<file path="config.mk">
export PLATFORM = sky130hd
export DESIGN_NAME = periph_slave_arbiter
export DESIGN_NICKNAME = d
export VERILOG_FILES = /design/src/rtl/periph_slave_arbiter.sv
export SDC_FILE = /design/constraint.sdc
export NUM_CORES = 1
export LEC_CHECK = 0
export CAP_MARGIN = 20
export CORE_AREA = 2 2 287 289
export DETAILED_ROUTE_END_ITERATION = 8
export DIE_AREA = 0 0 289 291
export REMOVE_ABC_BUFFERS = 1
export SYNTH_ARGS = -nofsm -noshare
export SYNTH_HDL_FRONTEND = slang
export SYNTH_SLANG_ARGS = --single-unit
</file>
<file path="constraint.sdc">
create_clock -name clk -period 7.9 [get_ports clk]
set_input_delay 1.58 -clock clk [delete_from_list [all_inputs] [get_ports clk]]
set_output_delay 1.58 -clock clk [all_outputs]
set_load 0.01 [all_outputs]
</file>
<file path="src/rtl/periph_slave_arbiter.sv">
// Round-robin arbiter sharing one peripheral slave port among N_MASTER masters.
// One transaction is outstanding at a time. The response is routed back to the
// owner only, and a watchdog answers with an error if the slave stays silent.
module periph_slave_arbiter #(
  parameter int                    N_MASTER   = 8,
  parameter int                    ADDR_WIDTH = 32,
  parameter int                    DATA_WIDTH = 32,
  parameter int                    BE_WIDTH   = DATA_WIDTH / 8,
  parameter int                    LOG_MASTER = $clog2(N_MASTER),
  parameter int                    TIMEOUT    = 255,
  parameter logic [DATA_WIDTH-1:0] ERR_DATA   = DATA_WIDTH'(32'hBADACCE5)
) (
  input  logic                           clk,
  input  logic                           rst,
  // master side
  input  logic [N_MASTER-1:0]            data_req_i,
  input  logic [N_MASTER*ADDR_WIDTH-1:0] data_add_i,
  input  logic [N_MASTER-1:0]            data_wen_i,
  input  logic [N_MASTER*DATA_WIDTH-1:0] data_wdata_i,
  input  logic [N_MASTER*BE_WIDTH-1:0]   data_be_i,
  output logic [N_MASTER-1:0]            data_gnt_o,
  output logic [N_MASTER-1:0]            data_r_valid_o,
  output logic [DATA_WIDTH-1:0]          data_r_rdata_o,
  output logic                           data_r_opc_o,
  // slave side
  output logic                           data_req_o,
  output logic [ADDR_WIDTH-1:0]          data_add_o,
  output logic                           data_wen_o,
  output logic [DATA_WIDTH-1:0]          data_wdata_o,
  output logic [BE_WIDTH-1:0]            data_be_o,
  output logic [LOG_MASTER-1:0]          data_ID_o,
  input  logic                           data_gnt_i,
  input  logic                           data_r_valid_i,
  input  logic [DATA_WIDTH-1:0]          data_r_rdata_i,
  input  logic                           data_r_opc_i,
  // status
  output logic                           timeout_o,
  output logic [7:0]                     drop_cnt_o
);

  typedef enum logic {
    S_IDLE      = 1'b0,
    S_WAIT_RESP = 1'b1
  } state_t;

  // Watchdog value in the last WAIT_RESP cycle before the error response.
  localparam logic [15:0]           WDOG_LAST   = 16'(TIMEOUT - 1);
  localparam logic [LOG_MASTER-1:0] LAST_MASTER = LOG_MASTER'(N_MASTER - 1);

  state_t                r_state;
  state_t                w_state_nxt;
  logic [LOG_MASTER-1:0] r_rr_ptr;
  logic [LOG_MASTER-1:0] r_owner;
  logic [15:0]           r_wdog;
  logic [N_MASTER-1:0]   r_r_valid;
  logic [DATA_WIDTH-1:0] r_rdata;
  logic                  r_opc;
  logic                  r_timeout;
  logic [7:0]            r_drop;

  logic [LOG_MASTER:0]   w_pick;
  logic                  w_found;
  logic [LOG_MASTER-1:0] w_winner;
  logic                  w_hs;
  logic                  w_expire;

  // First requester at or after ptr, wrapping modulo N_MASTER; MSB flags a hit.
  function automatic logic [LOG_MASTER:0] f_pick(input logic [N_MASTER-1:0]   req,
                                                 input logic [LOG_MASTER-1:0] ptr);
    logic                  found;
    logic [LOG_MASTER-1:0] idx;
    logic [LOG_MASTER:0]   pos;
    found = 1'b0;
    idx   = '0;
    for (int k = 0; k < N_MASTER; k++) begin
      pos = {1'b0, ptr} + (LOG_MASTER + 1)'(k);
      if (pos >= (LOG_MASTER + 1)'(N_MASTER)) pos = pos - (LOG_MASTER + 1)'(N_MASTER);
      if (!found && req[pos[LOG_MASTER-1:0]]) begin
        found = 1'b1;
        idx   = pos[LOG_MASTER-1:0];
      end
    end
    return {found, idx};
  endfunction

  assign w_pick   = f_pick(data_req_i, r_rr_ptr);
  assign w_found  = w_pick[LOG_MASTER];
  assign w_winner = w_pick[LOG_MASTER-1:0];

  // A real response in the expiry cycle takes precedence over the error.
  assign w_expire = (r_state == S_WAIT_RESP) && !data_r_valid_i && (r_wdog == WDOG_LAST);

  // State register.
  always_ff @(posedge clk) begin
    // NOTE: sequential state uses non-blocking assignments so every register
    // samples pre-edge values, independent of block evaluation order.
    if (rst) r_state <= S_IDLE;
    else     r_state <= w_state_nxt;
  end

  // Next state, slave-side payload mux and same-cycle grant return.
  always_comb begin
    // NOTE: every output gets a default first so no path leaves one unassigned
    // and no latch is inferred.
    w_state_nxt  = r_state;
    w_hs         = 1'b0;
    data_req_o   = 1'b0;
    data_add_o   = '0;
    data_wen_o   = 1'b0;
    data_wdata_o = '0;
    data_be_o    = '0;
    data_ID_o    = r_owner;
    data_gnt_o   = '0;
    case (r_state)
      S_IDLE: begin
        data_ID_o  = w_winner;
        data_req_o = w_found;
        if (w_found) begin
          data_add_o             = data_add_i[int'(w_winner)*ADDR_WIDTH +: ADDR_WIDTH];
          data_wen_o             = data_wen_i[w_winner];
          data_wdata_o           = data_wdata_i[int'(w_winner)*DATA_WIDTH +: DATA_WIDTH];
          data_be_o              = data_be_i[int'(w_winner)*BE_WIDTH +: BE_WIDTH];
          data_gnt_o[w_winner]   = data_gnt_i;
          if (data_gnt_i) begin
            w_hs        = 1'b1;
            w_state_nxt = S_WAIT_RESP;
          end
        end
      end
      S_WAIT_RESP: begin
        if (data_r_valid_i || w_expire) w_state_nxt = S_IDLE;
      end
      default: w_state_nxt = S_IDLE;
    endcase
  end

  // Pointer/owner/watchdog bookkeeping, registered response and drop counter.
  always_ff @(posedge clk) begin
    if (rst) begin
      r_rr_ptr  <= '0;
      r_owner   <= '0;
      r_wdog    <= '0;
      r_r_valid <= '0;
      r_rdata   <= '0;
      r_opc     <= 1'b0;
      r_timeout <= 1'b0;
      r_drop    <= '0;
    end else begin
      r_r_valid <= '0;
      r_timeout <= 1'b0;
      if (w_hs) begin
        r_owner  <= w_winner;
        r_rr_ptr <= (w_winner == LAST_MASTER) ? '0 : w_winner + 1'b1;
        r_wdog   <= '0;
      end else if (r_state == S_WAIT_RESP) begin
        r_wdog <= r_wdog + 16'd1;
      end
      if (r_state == S_WAIT_RESP && data_r_valid_i) begin
        r_r_valid[r_owner] <= 1'b1;
        r_rdata            <= data_r_rdata_i;
        r_opc              <= data_r_opc_i;
      end else if (w_expire) begin
        r_r_valid[r_owner] <= 1'b1;
        r_rdata            <= ERR_DATA;
        r_opc              <= 1'b1;
        r_timeout          <= 1'b1;
      end
      // Responses with no transaction outstanding are dropped and counted.
      if (r_state == S_IDLE && data_r_valid_i && r_drop != 8'hFF) r_drop <= r_drop + 8'd1;
    end
  end

  assign data_r_valid_o = r_r_valid;
  assign data_r_rdata_o = r_rdata;
  assign data_r_opc_o   = r_opc;
  assign timeout_o      = r_timeout;
  assign drop_cnt_o     = r_drop;

endmodule
</file>
==> metrics.txt, run 1 <==
CTS tree=done; mapped cell area=roughly 0.010 mm^2; Die X-Extent=around 290 um; top cells by area, synth=a21boi_0, o211ai_1, dfxtp_1, and3_1, mux2i_1; postcts setup bufs=0; routability cong.=between 0.8 and 0.9; Power Density=268 mW/mm^2; most common cell in the synthesized netlist=and3_1; cell area after layout=roughly 0.019 mm^2; Setup WS pre-CTS=~450 ps; maximum VDD drop=0.167 mV; drt first-iter violations=roughly 640; Final Skew=~6.0 ps; Total Wirelength=~64000 um; Post-synth EDFFs=0; Total Neg Setup Slack=0 ps; Post-synth top flop=dfxtp_1; Congestion Overflow GR=0; dpl cell area=between 0.015 and 0.02 mm^2; grt met2 use=0.258; min-delay worst type=reg2reg; share of layout cells above drive strength 1=0.0508; Worst setup endpoint=data_wdata_o[29]; Tmin final=around 7500 ps; Root Driver=clkbuf_16; top cell type's share of synthesized area=0.153; leading area contributor after synthesis=a21boi_0; max_slew headroom=0.341; Final WS setup=403 ps; worst-path fanout max=80; GR peak layer=met2; critical path capture point type=output pin; Max Root-Sink Buffers=2; Distinct cells, synth=62; synthesis warning total=0; worst-skew pair later-pin latency=340 ps; max_cap viols=0; Req. time, crit path=6320 ps; Core Footprint=a little over 0.08 mm^2; max frequency=133 MHz; DR DRC count=0; R2R Path Start=r_rr_ptr[0]; startpoint type of the worst setup path=input port; fin nets=2525; Layout area overhead=85.0%; syn avg cell area=between 7 and 8 um^2; hold_buf cts=0; DR vias=roughly 13000; num rows=105; Fin Hold WS=between 400 and 500 ps; Static Leak=between 0.006 and 0.007 uW; Routed WL per cell=approximately 21 um; Mapped Cells=about 1300; Worst Hold Depth=2; Reg-to-Reg End=r_rr_ptr[1]; period utilization=0.949; first-pass GRT wire length=89900 um; status=complete, no violations; count of port buffers added during placement=approximately 730; Final Max Tran Viols=0; setup violators final=0; ys async rst share=0; Least-Margin Pin Slew=989 ps; GRT Total Usage=0.143; most instantiated cells after synthesis=and3_1, a21boi_0, o211ai_1; Ports=roughly 730; number of vias per cell=roughly 4.4; Post-DP HPWL=~50000 um; vias in the first global route=approximately 13000; Die Height=~290 um; FF+latch count, synth=between 70 and 80; H-Tree Depth=3; initial antenna violation count=24; register area share after synthesis=0.143; grt met3 use=0.0351; DR pass1 iterations=5; RSZ-0062 raised after global routing=no; CTS resizes=0; met1 Resource Use GR=0.170; Reg2Reg Depth=11; CTS buffer count=9; CP Class=in2out; Detail Route Antenna Nets=0; clk slew on worst S/H paths=60 ps; clock sinks=73; largest net degree at the start of global routing=~130; die area=approximately 0.084 mm^2; Worst setup startpoint=data_req_i[3]; Initial Util=0.125; R2R Setup Slk=between 3000 and 4000 ps; final hold vios=0; CP arrival=5920 ps
==> worst max-delay path, cell delays in order <==
cell	delay (ps)
clkdlybuf4s50_1	510
mux2i_1	390
o221ai_1	240
or3_1	530
a211oi_1	290
o211a_4	430
buf_4	590
a21boi_0	200
o211ai_1	370
o2111ai_1	170
clkdlybuf4s50_1	510
==> where the power goes <==
group | switching (uW) | internal, uW
Sequential | 21.9 | 384
Combinational | 2280 | 1910
Clock | 166 | 288
==> state kept, by name, indices dropped and copies added, names as in the netlist, 3 cells and up <==
| signal | flops |
|---|---|
| drop_cnt_o | 8 |
| r_rr_ptr | 3 |
| data_r_rdata_o | 32 |
| data_r_valid_o | 8 |
| r_owner | 3 |
| r_wdog | 16 |
==> layer usage <==
layer | up-vias | wire length, um
met3 | 69 | 5120
met1 | 6278 | 25600
met2 | 539 | 31800
met5 | - | 143
met4 | 24 | 944
li1 | 6395 | -
==> layout by cell type, fill, tap and decap left out, types with 4 or more instances in the layout <==
master and n:
nand4_1 7, buf_4 23, and2_1 6, o211ai_1 207, a21boi_0 207, xor2_1 18, nand3_1 8, xnor2_1 5
o2111ai_2 10, buf_12 16, mux2i_1 86, a21oi_1 6, a211oi_1 5, o221ai_1 4, ha_1 5, mux2_2 5
o22ai_1 4, and3_1 211, dfxtp_1 73, inv_1 4, nor2_1 77, diode_2 7, clkbuf_16 9, nor3_1 16
mux4_2 13, nor3b_1 6, or3_1 4, a22oi_1 14, o21ai_0 12, nand2b_1 8, o2111ai_1 59, clkdlybuf4s50_1 722
nand2_1 27
==> layout make-up <==
cell class	instances	area, um^2
Antenna cell	7	17.5
Clock buffer	11	243
Clock inverter	5	86.3
Fill cell	8975	62300
Inverter	6	22.5
Multi-Input combinational cell	1071	7950
Sequential cell	73	1460
Tap cell	1070	1340
Timing Repair Buffer	762	7720
==> kinds of logic (layout without fill, tap and decap cells) <==
family | count (synthesis) | in the layout | synth area share
buf+inv | 186 | 784 | 0.0807
flops | 73 | 73 | 0.143
other cells | 0 | 7 | 0
simple gates | 390 | 390 | 0.214
fa+ha+maj | 5 | 5 | 0.00614
mux | 104 | 104 | 0.119
compound gates | 549 | 549 | 0.418
xor+xnor | 23 | 23 | 0.0198
==> how the worst min path moves through the flow <==
| stage | from | end | slack (ps) |
|---|---|---|---|
| final | data_r_rdata_o[31] | data_r_rdata_o[31] | 490 |
| after global routing | data_r_rdata_o[29] | data_r_rdata_o[29] | 530 |
| after CTS | data_r_rdata_o[31] | data_r_rdata_o[31] | 500 |
| after detailed placement | data_r_rdata_o[31] | data_r_rdata_o[31] | 490 |
| after global placement | data_r_rdata_o[29] | data_r_rdata_o[29] | 480 |
| after floorplan | r_owner[2] | r_owner[2] | 450 |
==> stage by stage <==
stage	std cells	power, uW	util
floorplan	1150	2530	-
global placement	2981	4660	0.228
detailed placement	2981	4660	0.228
CTS	2997	5130	0.232
global route	2999	5400	0.232
finish	3005	5050	0.232
(Power assumes the default switching activity.)
==> run 2: changes to the inputs <==
--- a/config.mk
+++ b/config.mk
@@ -7,6 +7,7 @@
 export LEC_CHECK = 0
 export CAP_MARGIN = 20
 export CORE_AREA = 2 2 287 289
+export CTS_CLUSTER_DIAMETER = 100
 export DETAILED_ROUTE_END_ITERATION = 8
 export DIE_AREA = 0 0 289 291
 export REMOVE_ABC_BUFFERS = 1
==> results of run 2 <==
Same layout as run 1: the final DEF is identical, and so are final timing and power.
